<file path="src/rtl/timer_ctrl_pkg.sv">
// Shared definitions for the timer run controller: FSM state codes and
// timer mode constants used by the controller, clock mux and end-value logic.
package timer_ctrl_pkg;

   localparam int unsigned StateWidth = 3;

   typedef enum logic [StateWidth-1:0] {
      StIdle  = 3'd0,
      StRun   = 3'd1,
      StPause = 3'd2,
      StAlarm = 3'd3,
      StHold  = 3'd4
   } ctrl_state_e;

   localparam logic MODE_STOPWATCH = 1'b0;
   localparam logic MODE_TIMER     = 1'b1;

endpackage

</file>
<file path="src/rtl/sync2.sv">
// Two-flop synchroniser for a slow board switch, asynchronously reset to 0.
module sync2 (
   input  logic clk,
   input  logic rst_n,
   input  logic d,
   output logic q
);

   logic meta_q;

   always_ff @(posedge clk or negedge rst_n) begin
      if (!rst_n) begin
         meta_q <= 1'b0;
         q      <= 1'b0;
      end else begin
         meta_q <= d;
         q      <= meta_q;
      end
   end

endmodule

</file>
<file path="src/rtl/timer_run_controller.sv">
// Run-state sequencer for the two-mode timer: turns the StartStop/ModeSel switches
// into run enable, clear pulse and latched mode, and drives the alarm and DOT patterns.
module timer_run_controller
   import timer_ctrl_pkg::*;
#(
   parameter int unsigned PAUSE_TIMEOUT = 30,
   parameter int unsigned ALARM_SECS    = 5
) (
   input  logic                  CLK_1Hz,
   input  logic                  rst_n,
   input  logic                  start_stop,
   input  logic                  mode_sel,
   input  logic                  core_done,
   output logic                  run_en,
   output logic                  core_clr,
   output logic                  mode_active,
   output logic                  dot,
   output logic                  alarm,
   output logic [StateWidth-1:0] state
);

   localparam int unsigned PauseCntW = $clog2(PAUSE_TIMEOUT + 1);
   localparam int unsigned AlarmCntW = $clog2(ALARM_SECS + 1);
   localparam logic [PauseCntW-1:0] PauseLast = PauseCntW'(PAUSE_TIMEOUT - 1);
   localparam logic [AlarmCntW-1:0] AlarmInit = AlarmCntW'(ALARM_SECS - 1);

   logic ss_s, md_s;

   ctrl_state_e          state_q, state_d;
   logic                 mode_q, mode_d;
   logic                 run_q, run_d;
   logic                 clr_q, clr_d;
   logic                 dot_q, dot_d;
   logic                 alarm_q, alarm_d;
   logic [PauseCntW-1:0] pause_cnt_q, pause_cnt_d;
   logic [AlarmCntW-1:0] alarm_cnt_q, alarm_cnt_d;

   sync2 u_sync_ss (
      .clk   (CLK_1Hz),
      .rst_n (rst_n),
      .d     (start_stop),
      .q     (ss_s)
   );

   sync2 u_sync_md (
      .clk   (CLK_1Hz),
      .rst_n (rst_n),
      .d     (mode_sel),
      .q     (md_s)
   );

   always_comb begin
      state_d     = state_q;
      mode_d      = mode_q;
      clr_d       = 1'b0;
      pause_cnt_d = pause_cnt_q;
      alarm_cnt_d = alarm_cnt_q;

      // A mode change outside IDLE aborts whatever is in progress.
      if (state_q != StIdle && md_s != mode_q) begin
         state_d = StIdle;
         mode_d  = md_s;
         clr_d   = 1'b1;
      end else begin
         case (state_q)
            StIdle: begin
               mode_d = md_s;
               if (ss_s) state_d = StRun;
            end
            StRun: begin
               if (core_done) begin
                  state_d     = StAlarm;
                  alarm_cnt_d = AlarmInit;
               end else if (!ss_s) begin
                  state_d     = StPause;
                  pause_cnt_d = '0;
               end
            end
            StPause: begin
               if (ss_s) begin
                  state_d = StRun;
               end else if (pause_cnt_q == PauseLast) begin
                  state_d = StIdle;
                  clr_d   = 1'b1;
               end else begin
                  pause_cnt_d = pause_cnt_q + PauseCntW'(1);
               end
            end
            StAlarm: begin
               if (alarm_cnt_q == '0) state_d = StHold;
               else                   alarm_cnt_d = alarm_cnt_q - AlarmCntW'(1);
            end
            StHold: begin
               if (!ss_s) begin
                  state_d = StIdle;
                  clr_d   = 1'b1;
               end
            end
            default: begin
               state_d = StIdle;
               clr_d   = 1'b1;
            end
         endcase
      end
   end

   // Outputs are registered alongside the state, so they follow state_d.
   always_comb begin
      run_d = (state_d == StRun);

      case (state_d)
         StRun:           dot_d = (state_q == StRun) ? ~dot_q : dot_q;
         StPause:         dot_d = dot_q;
         StAlarm, StHold: dot_d = 1'b1;
         default:         dot_d = 1'b0;
      endcase

      if (state_d == StAlarm) alarm_d = (state_q == StAlarm) ? ~alarm_q : 1'b1;
      else                    alarm_d = 1'b0;
   end

   always_ff @(posedge CLK_1Hz or negedge rst_n) begin
      if (!rst_n) begin
         state_q     <= StIdle;
         mode_q      <= MODE_STOPWATCH;
         run_q       <= 1'b0;
         clr_q       <= 1'b0;
         dot_q       <= 1'b0;
         alarm_q     <= 1'b0;
         pause_cnt_q <= '0;
         alarm_cnt_q <= '0;
      end else begin
         state_q     <= state_d;
         mode_q      <= mode_d;
         run_q       <= run_d;
         clr_q       <= clr_d;
         dot_q       <= dot_d;
         alarm_q     <= alarm_d;
         pause_cnt_q <= pause_cnt_d;
         alarm_cnt_q <= alarm_cnt_d;
      end
   end

   assign state       = state_q;
   assign mode_active = mode_q;
   assign run_en      = run_q;
   assign core_clr    = clr_q;
   assign dot         = dot_q;
   assign alarm       = alarm_q;

endmodule

</file>
<file path="config.mk">
export PLATFORM = sky130hd
export DESIGN_NAME = timer_run_controller
export DESIGN_NICKNAME = d
export VERILOG_FILES = /design/src/rtl/timer_ctrl_pkg.sv /design/src/rtl/sync2.sv /design/src/rtl/timer_run_controller.sv
export SDC_FILE = /design/constraint.sdc
export NUM_CORES = 1
export LEC_CHECK = 0
export CAP_MARGIN = 20
export CORE_MARGIN = 1
export CORE_UTILIZATION = 40
export DETAILED_ROUTE_END_ITERATION = 16
export PLACE_DENSITY = 0.71
export SLEW_MARGIN = 20
export SYNTH_ARGS = -nofsm -noshare
export SYNTH_HDL_FRONTEND = slang
export SYNTH_HIERARCHICAL = 1
export SYNTH_SLANG_ARGS = --single-unit
</file>
<file path="constraint.sdc">
create_clock -name CLK_1Hz -period 4.22 [get_ports CLK_1Hz]
set_clock_uncertainty 0.15 [all_clocks]
set_input_delay 0.422 -clock CLK_1Hz [delete_from_list [all_inputs] [get_ports CLK_1Hz]]
set_output_delay 0.422 -clock CLK_1Hz [all_outputs]
set_load 0.02 [all_outputs]
</file>
==> results of run 1 <==
-- cell families after synthesis --
logic type      synth area share
xor+xnor                 0.01598
fa+ha+maj                0.05594
flops                     0.4566
compound gates            0.2249
buf+inv                  0.05821
simple gates              0.1747
mux                      0.01369
-- area by class of cell --
type,count,area [um2],area share
clock buffers,3,22.52,0.01818
repair buffers,12,120.1,0.09697
well taps,30,37.54,0.03030
inverters,7,26.28,0.02121
multi-input cells,69,531.8,0.4293
flip-flops and latches,20,500.5,0.4040
-- worst max path at each step --
| stage | start | cells past startpoint | end | slack [ns] |
|---|---|---|---|---|
| 4_1_cts | state[2] | 1 | state[2] | 2.00 |
| 3_3_place_gp | core_done | 5 | pause_cnt_q[0] | 2.14 |
| 6_report | state[2] | 1 | state[2] | 2.00 |
| 3_5_place_dp | core_done | 5 | pause_cnt_q[3] | 2.09 |
| 5_1_grt | state[2] | 1 | state[2] | 1.92 |
| 2_1_floorplan | state[0] | 5 | pause_cnt_q[0] | 2.31 |
-- state kept, by name (all words and copies together) (netlist names) --
register / cells
state: 3
alarm: 1
u_sync_ss/meta_q: 1
u_sync_ss/q: 1
pause_cnt_q: 5
core_clr: 1
dot: 1
alarm_cnt_q: 3
u_sync_md/meta_q: 1
mode_active: 1
u_sync_md/q: 1
run_en: 1
-- Yosys cell counts (2+ instances only) --
master | instances | share of area
o21ai_0 | 5 | 0.023
nor3_1 | 2 | 0.0091
inv_1 | 6 | 0.021
or2_2 | 2 | 0.011
a21oi_1 | 4 | 0.018
nand2b_1 | 2 | 0.011
a31oi_1 | 2 | 0.011
ha_1 | 4 | 0.046
nand3_1 | 2 | 0.0091
dfrtp_1 | 20 | 0.46
nand2_1 | 6 | 0.021
nor2b_1 | 3 | 0.017
buf_6 | 2 | 0.021
o41ai_1 | 3 | 0.024
nor2_1 | 7 | 0.024
-- worst register-to-register path, delay by kind of cell (launching register included) --
| family | cells | cell delay [ns] |
|---|---|---|
| flip-flops | 1 | 0.66 |
| AO/OA/AOI/OAI | 2 | 0.61 |
| multiplexers | 1 | 0.33 |
| AND/OR/NAND/NOR | 1 | 0.15 |
-- power by group through the flow --
stage          clock network, mW  registers [mW]  logic [mW]
6_report                  0.0854           0.299       0.389
5_1_grt                   0.0999           0.307       0.424
4_1_cts                   0.0930           0.299       0.388
3_5_place_dp                   0           0.302       0.387
3_3_place_gp                   0           0.299       0.377
2_1_floorplan                  0           0.304       0.287
-- metal layers --
metal / global-route usage / vias to the layer above / share of wire
li1: - / 387 / -
met1: 0.1941 / 398 / 0.45
met2: 0.2520 / 18 / 0.51
met3: 0.03333 / 2 / 0.026
met4: 0.08547 / 0 / 0.0061
met5: 0 / - / 0
==> results.md, run 1 <==
- Outcome: finished, final reports clean
- RSZ-0062 raised after global routing: false
- Final std cells w/o fill: 141
- Setup ws final: approximately 2.0 ns
- Die Span X: 54.35 um
- R2R Path End: pause_cnt_q[0]
- Largest net degree at the start of global routing: 21
- Switching Share: 0.4098
- Commonest non-fill, non-tap cell in the layout: dfrtp_1
- RR Startpoint: state[2]
- Primary FF master, synth: dfrtp_1
- ANT nets after route: 0
- Clk root buf: clkbuf_4
- Nets: 122
- P&R area growth vs syn: 13.01%
- Reg power frac: 0.386
- Syn avg cell area: 10.85 um2
- Hold path depth: 0
- Crit path kind: flip-flop to primary output
- Critical-path top delay cell: clkdlybuf4s50_1
- Worst-Margin Slew: just under 0.9 ns
- Critical path capture point type: primary output
- H-Tree Depth: 1
- Number of global-route vias before repair: 726
- Starting Density: 0.4345
- N_diodes: 0
- Final setup viols: 0
- Register clock-pin slew on the reported worst setup and hold paths: 0.10 ns
- Hold Violations, Final: 0
- Area of the mapped netlist: 1096 um2
- CTS Hold Bufs: 0
- Buf/Inv on CP: 1
- Initial antenna violation count: 0
- Tmin final: 2.223 ns
- Cell-internal power: 0.4563 mW
- Cell family with most CP delay: buffers and inverters
- Total Die Area: 2953 um2
- Routed Wire Length: between 1.5 and 2 mm
- First-pass GRT wire length: ~3.2 mm
- Drt pass-1 iters: 4
- Slew HR: 0.4205
- Finished Cell Area: ~1200 um2
- Commonest cells after routing, fill and taps aside: 20 x dfrtp_1, 12 x clkdlybuf4s50_1, 7 x nor2_1
- R2R cell count: 4
- Worst-skew pair later-pin latency: 0.29 ns
- Placed insts: 138
- Drt wl/cell: between 10 and 15 um
- Data required, critical path: 3.65 ns
- Sequential area share after synthesis: 0.4566
- All-Layer GR Usage: 0.1565
- Share of cells above drive strength 1: 0.1622
- Ys Warns: 6
- HP Start: u_sync_md/meta_q
- Max Freq: 0.4498 GHz
- Cell Chain, Critical Path: clkdlybuf4s50_1
- Vias: 805
- I/O pins: 13
- Clock Power Share: 0.110
- Data arrival time of the critical path: 1.65 ns
- CTS Buf Count: 3
- CP max stage delay: 0.70 ns
- Sinks on Clock Net: 20
- Clk buf depth: 2
- Core area: 2522 um2
- Register bit count reported by yosys: 20
- P_sw: 0.3168 mW
- Max VDD drop: 0.4145 mV
- Gate Count Post-Synth: between 100 and 150
- Pwr per Cell Area: 624.1 nW/um2
- Gpl congestion: between 0.8 and 0.9
- Site row count: 18
- Netlist cell types: 46
- Post-CTS Setup Bufs: 0
- Avg Vias per Cell: 5.709
- TritonCTS clock tree: built
- WHS Endpoint: u_sync_md/q
- Final Util: 0.4911
- Number of flops mapped to enable cells by yosys: 0
- CP max FO: 11
- Fin. max-slew vios: 0
- R2R setup slack: ~2.2 ns
- DRC viols: 0
- Final Total Pwr: a little under 0.8 mW
- DRT iter0 DRCs: 23
- Number of max-cap violations: 0
- Post-synth ARST share: 1.000
- Hold slack: ~0.22 ns
- Leak: ~0.52 nW
- Final HPWL DP: 1.456 mm
- Area post-placement: between 1000 and 1500 um2
- Post_cts resized: 0
- Combinational share of power: 0.503
- Worst Setup Start Kind: flip-flop
- Hold Crit Class: flip-flop to flip-flop
- TNS Setup: 0 ns
- Grt total ovfl: 0
- Syn nets: 110
- Port bufs: 12
- Die Ht: 54.35 um
- # fillers: 230
- Final period utilization: 0.5268
- Worst slack at placement: 2.086 ns
Power figures use the tool's default switching activity.
==> run 2, diff against run 1 <==
--- a/config.mk
+++ b/config.mk
@@ -9,7 +9,7 @@
 export CORE_MARGIN = 1
 export CORE_UTILIZATION = 40
 export DETAILED_ROUTE_END_ITERATION = 16
-export PLACE_DENSITY = 0.71
+export PLACE_DENSITY = 0.74
 export SLEW_MARGIN = 20
 export SYNTH_ARGS = -nofsm -noshare
 export SYNTH_HDL_FRONTEND = slang
==> constraint.sdc (replaced) <==
create_clock -name CLK_1Hz -period 1.89 [get_ports CLK_1Hz]
set_clock_uncertainty 0.15 [all_clocks]
set_input_delay 0.189 -clock CLK_1Hz [delete_from_list [all_inputs] [get_ports CLK_1Hz]]
set_output_delay 0.189 -clock CLK_1Hz [all_outputs]
set_load 0.02 [all_outputs]
==> run 2 against run 1 <==
The run now ends with setup timing left. Power grew to 2.8 times the previous value. Hold slack worse by 0.17 ns. Die area did not move. Largest cell class unchanged.
==> results.md, run 2 (synthesis results as in run 1) <==
- Top reg by flops: pause_cnt_q
- DRT iter0 DRCs: 20
- I/O pins: 13
- TritonCTS clock tree: built
- R2R cell count: 6
- Max VDD drop: 1.125 mV
- Hold slack: 0.04465 ns
- Clk root buf: clkbuf_4
- Final HPWL DP: 1.657 mm
- Die Ht: ~54 um
- CP max stage delay: ~0.40 ns
- Number of max-cap violations: 0
- RR Startpoint: alarm_cnt_q[1]
- ANT nets after route: 0
- Max Freq: 0.5254 GHz
- Number of global-route vias before repair: roughly 900
- Data required, critical path: 1.94 ns
- Commonest cells after routing, fill and taps aside: 18 x buf_4, 17 x dfrtp_1, 11 x clkdlybuf4s50_1
- R2R Path End: pause_cnt_q[0]
- Worst-Margin Slew: 0.4464 ns
- Cell family with most CP delay: compound AO/OA/AOI/OAI gates
- Die Span X: 54.35 um
- Core area: 2522 um2
- Total Die Area: 2953 um2
- Site row count: 18
- Buf/Inv on CP: 1
- Nets: 141
- R2R setup slack: -0.01 ns
- Register Area: 504.2 um2
- Critical path capture point type: flip-flop
- Commonest non-fill, non-tap cell in the layout: buf_4
- Worst-skew pair later-pin latency: 0.31 ns
- DRC viols: 0
- Pwr per Cell Area: around 1500 nW/um2
- # fillers: 199
- Slew HR: 0.6993
- Outcome: finished, violations left
- CP max FO: 5
- Initial antenna violation count: 0
- CTS Buf Count: 3
- Data arrival time of the critical path: 1.96 ns
- Routed Wire Length: around 2.5 mm
- Vias: 904
- Critical-path top delay cell: dfrtp_1
- Tmin final: 1.903 ns
- H-Tree Depth: 1
- Drt pass-1 iters: 4
- Multi-input gate area: 619.3 um2
- Grt total ovfl: 0
- Avg Vias per Cell: 5.615
- Setup ws final: -0.01347 ns
- Register clock-pin slew on the reported worst setup and hold paths: around 0.11 ns
- Gpl congestion: approximately 0.86
- Sinks on Clock Net: 20
- Hold Violations, Final: 0
- Starting Density: 0.4345
- All-Layer GR Usage: 0.1909
- RSZ-0062 raised after global routing: true
- Leak: 0.6576 nW
- Clk buf depth: 2
- Final setup viols: 1
- P&R area growth vs syn: 35.16%
- Cell Chain, Critical Path: inv_2 > ha_4 > nand3b_1 > a32o_2 > o221ai_4 > mux2_4
- Failing checks: setup timing
- Fin. max-slew vios: 0
- Share of cells above drive strength 1: 0.3893
- N_diodes: 0
- Drt wl/cell: 15.57 um
- Largest net degree at the start of global routing: 21
- Worst Setup Start Kind: flip-flop
- Max reg flops: 5
- First-pass GRT wire length: 3.981 mm
- Port bufs: 12
- Final Util: 0.5873
- Crit path kind: flip-flop to flip-flop
- Final period utilization: 1.007
- Hold Crit Class: input pin to asynchronous set/reset pin
-- run 2: how the worst max path moves through the flow --
stage | start | to | cells after the start
finish | alarm_cnt_q[1] | pause_cnt_q[0] | 6
global route | alarm_cnt_q[1] | pause_cnt_q[0] | 6
CTS | alarm_cnt_q[1] | pause_cnt_q[4] | 7
detailed placement | alarm_cnt_q[1] | pause_cnt_q[0] | 6
global placement | alarm_cnt_q[0] | pause_cnt_q[0] | 6
floorplan | state[1] | pause_cnt_q[0] | 5
-- run 2: repair_timing --
| action | CTS | global route |
|---|---|---|
| endpoints found under the setup margin | 4 | 11 |
| gates resized for setup | 4 | 14 |
| pin swaps | 1 | 7 |
| hold buffers | 0 | 0 |
| buffers inserted | 1 | 5 |
| gates cloned | 1 | 0 |
-- run 2: per-layer routing --
metal | up-vias | share of wire | GRT usage | routed length (um)
li1 | 426 | - | - | -
met1 | 447 | 0.42 | 0.2352 | 1062
met2 | 26 | 0.52 | 0.3130 | 1298
met3 | 5 | 0.037 | 0.03333 | 93
met4 | 0 | 0.021 | 0.1068 | 53
met5 | - | 0 | 0 | 0
-- run 2: through the flow --
stage	setup WS [ns]	instance area [um2]	instances	setup TNS (ns)	total power [mW]
after floorplan	0.003558	1115	101	0	1.351
after global placement	0.003902	1321	150	0	1.658
after detailed placement	-0.05376	1321	150	-0.07935	1.693
after CTS	-0.01497	1398	156	-0.02404	2.006
after global routing	-0.05686	1481	161	-0.1911	2.294
final	-0.01347	1481	161	-0.01347	2.156
-- run 2: cell type report --
cell class | instances | share of cell area
Multi-Input combinational cell | 70 | 0.4181
Tap cell | 30 | 0.02534
Inverter | 7 | 0.01774
Sequential cell | 20 | 0.3404
Clock buffer | 4 | 0.02449
Timing Repair Buffer | 30 | 0.1740
-- run 2: report_power, final --
group / total (mW) / leakage [nW] / switching, mW / internal [mW]
Sequential: 0.623 / 0.251 / 0.0859 / 0.538
Clock: 0.253 / 0.0210 / 0.135 / 0.118
Combinational: 1.28 / 0.386 / 0.638 / 0.642
Total: 2.16 / 0.658 / 0.859 / 1.30
==> run 3, diff against run 2 <==
--- a/config.mk
+++ b/config.mk
@@ -5,7 +5,6 @@
 export SDC_FILE = /design/constraint.sdc
 export NUM_CORES = 1
 export LEC_CHECK = 0
-export CAP_MARGIN = 20
 export CORE_MARGIN = 1
 export CORE_UTILIZATION = 40
 export DETAILED_ROUTE_END_ITERATION = 16
==> results of run 3 <==
Same layout as run 2: the final DEF is identical, and so are final timing and power.
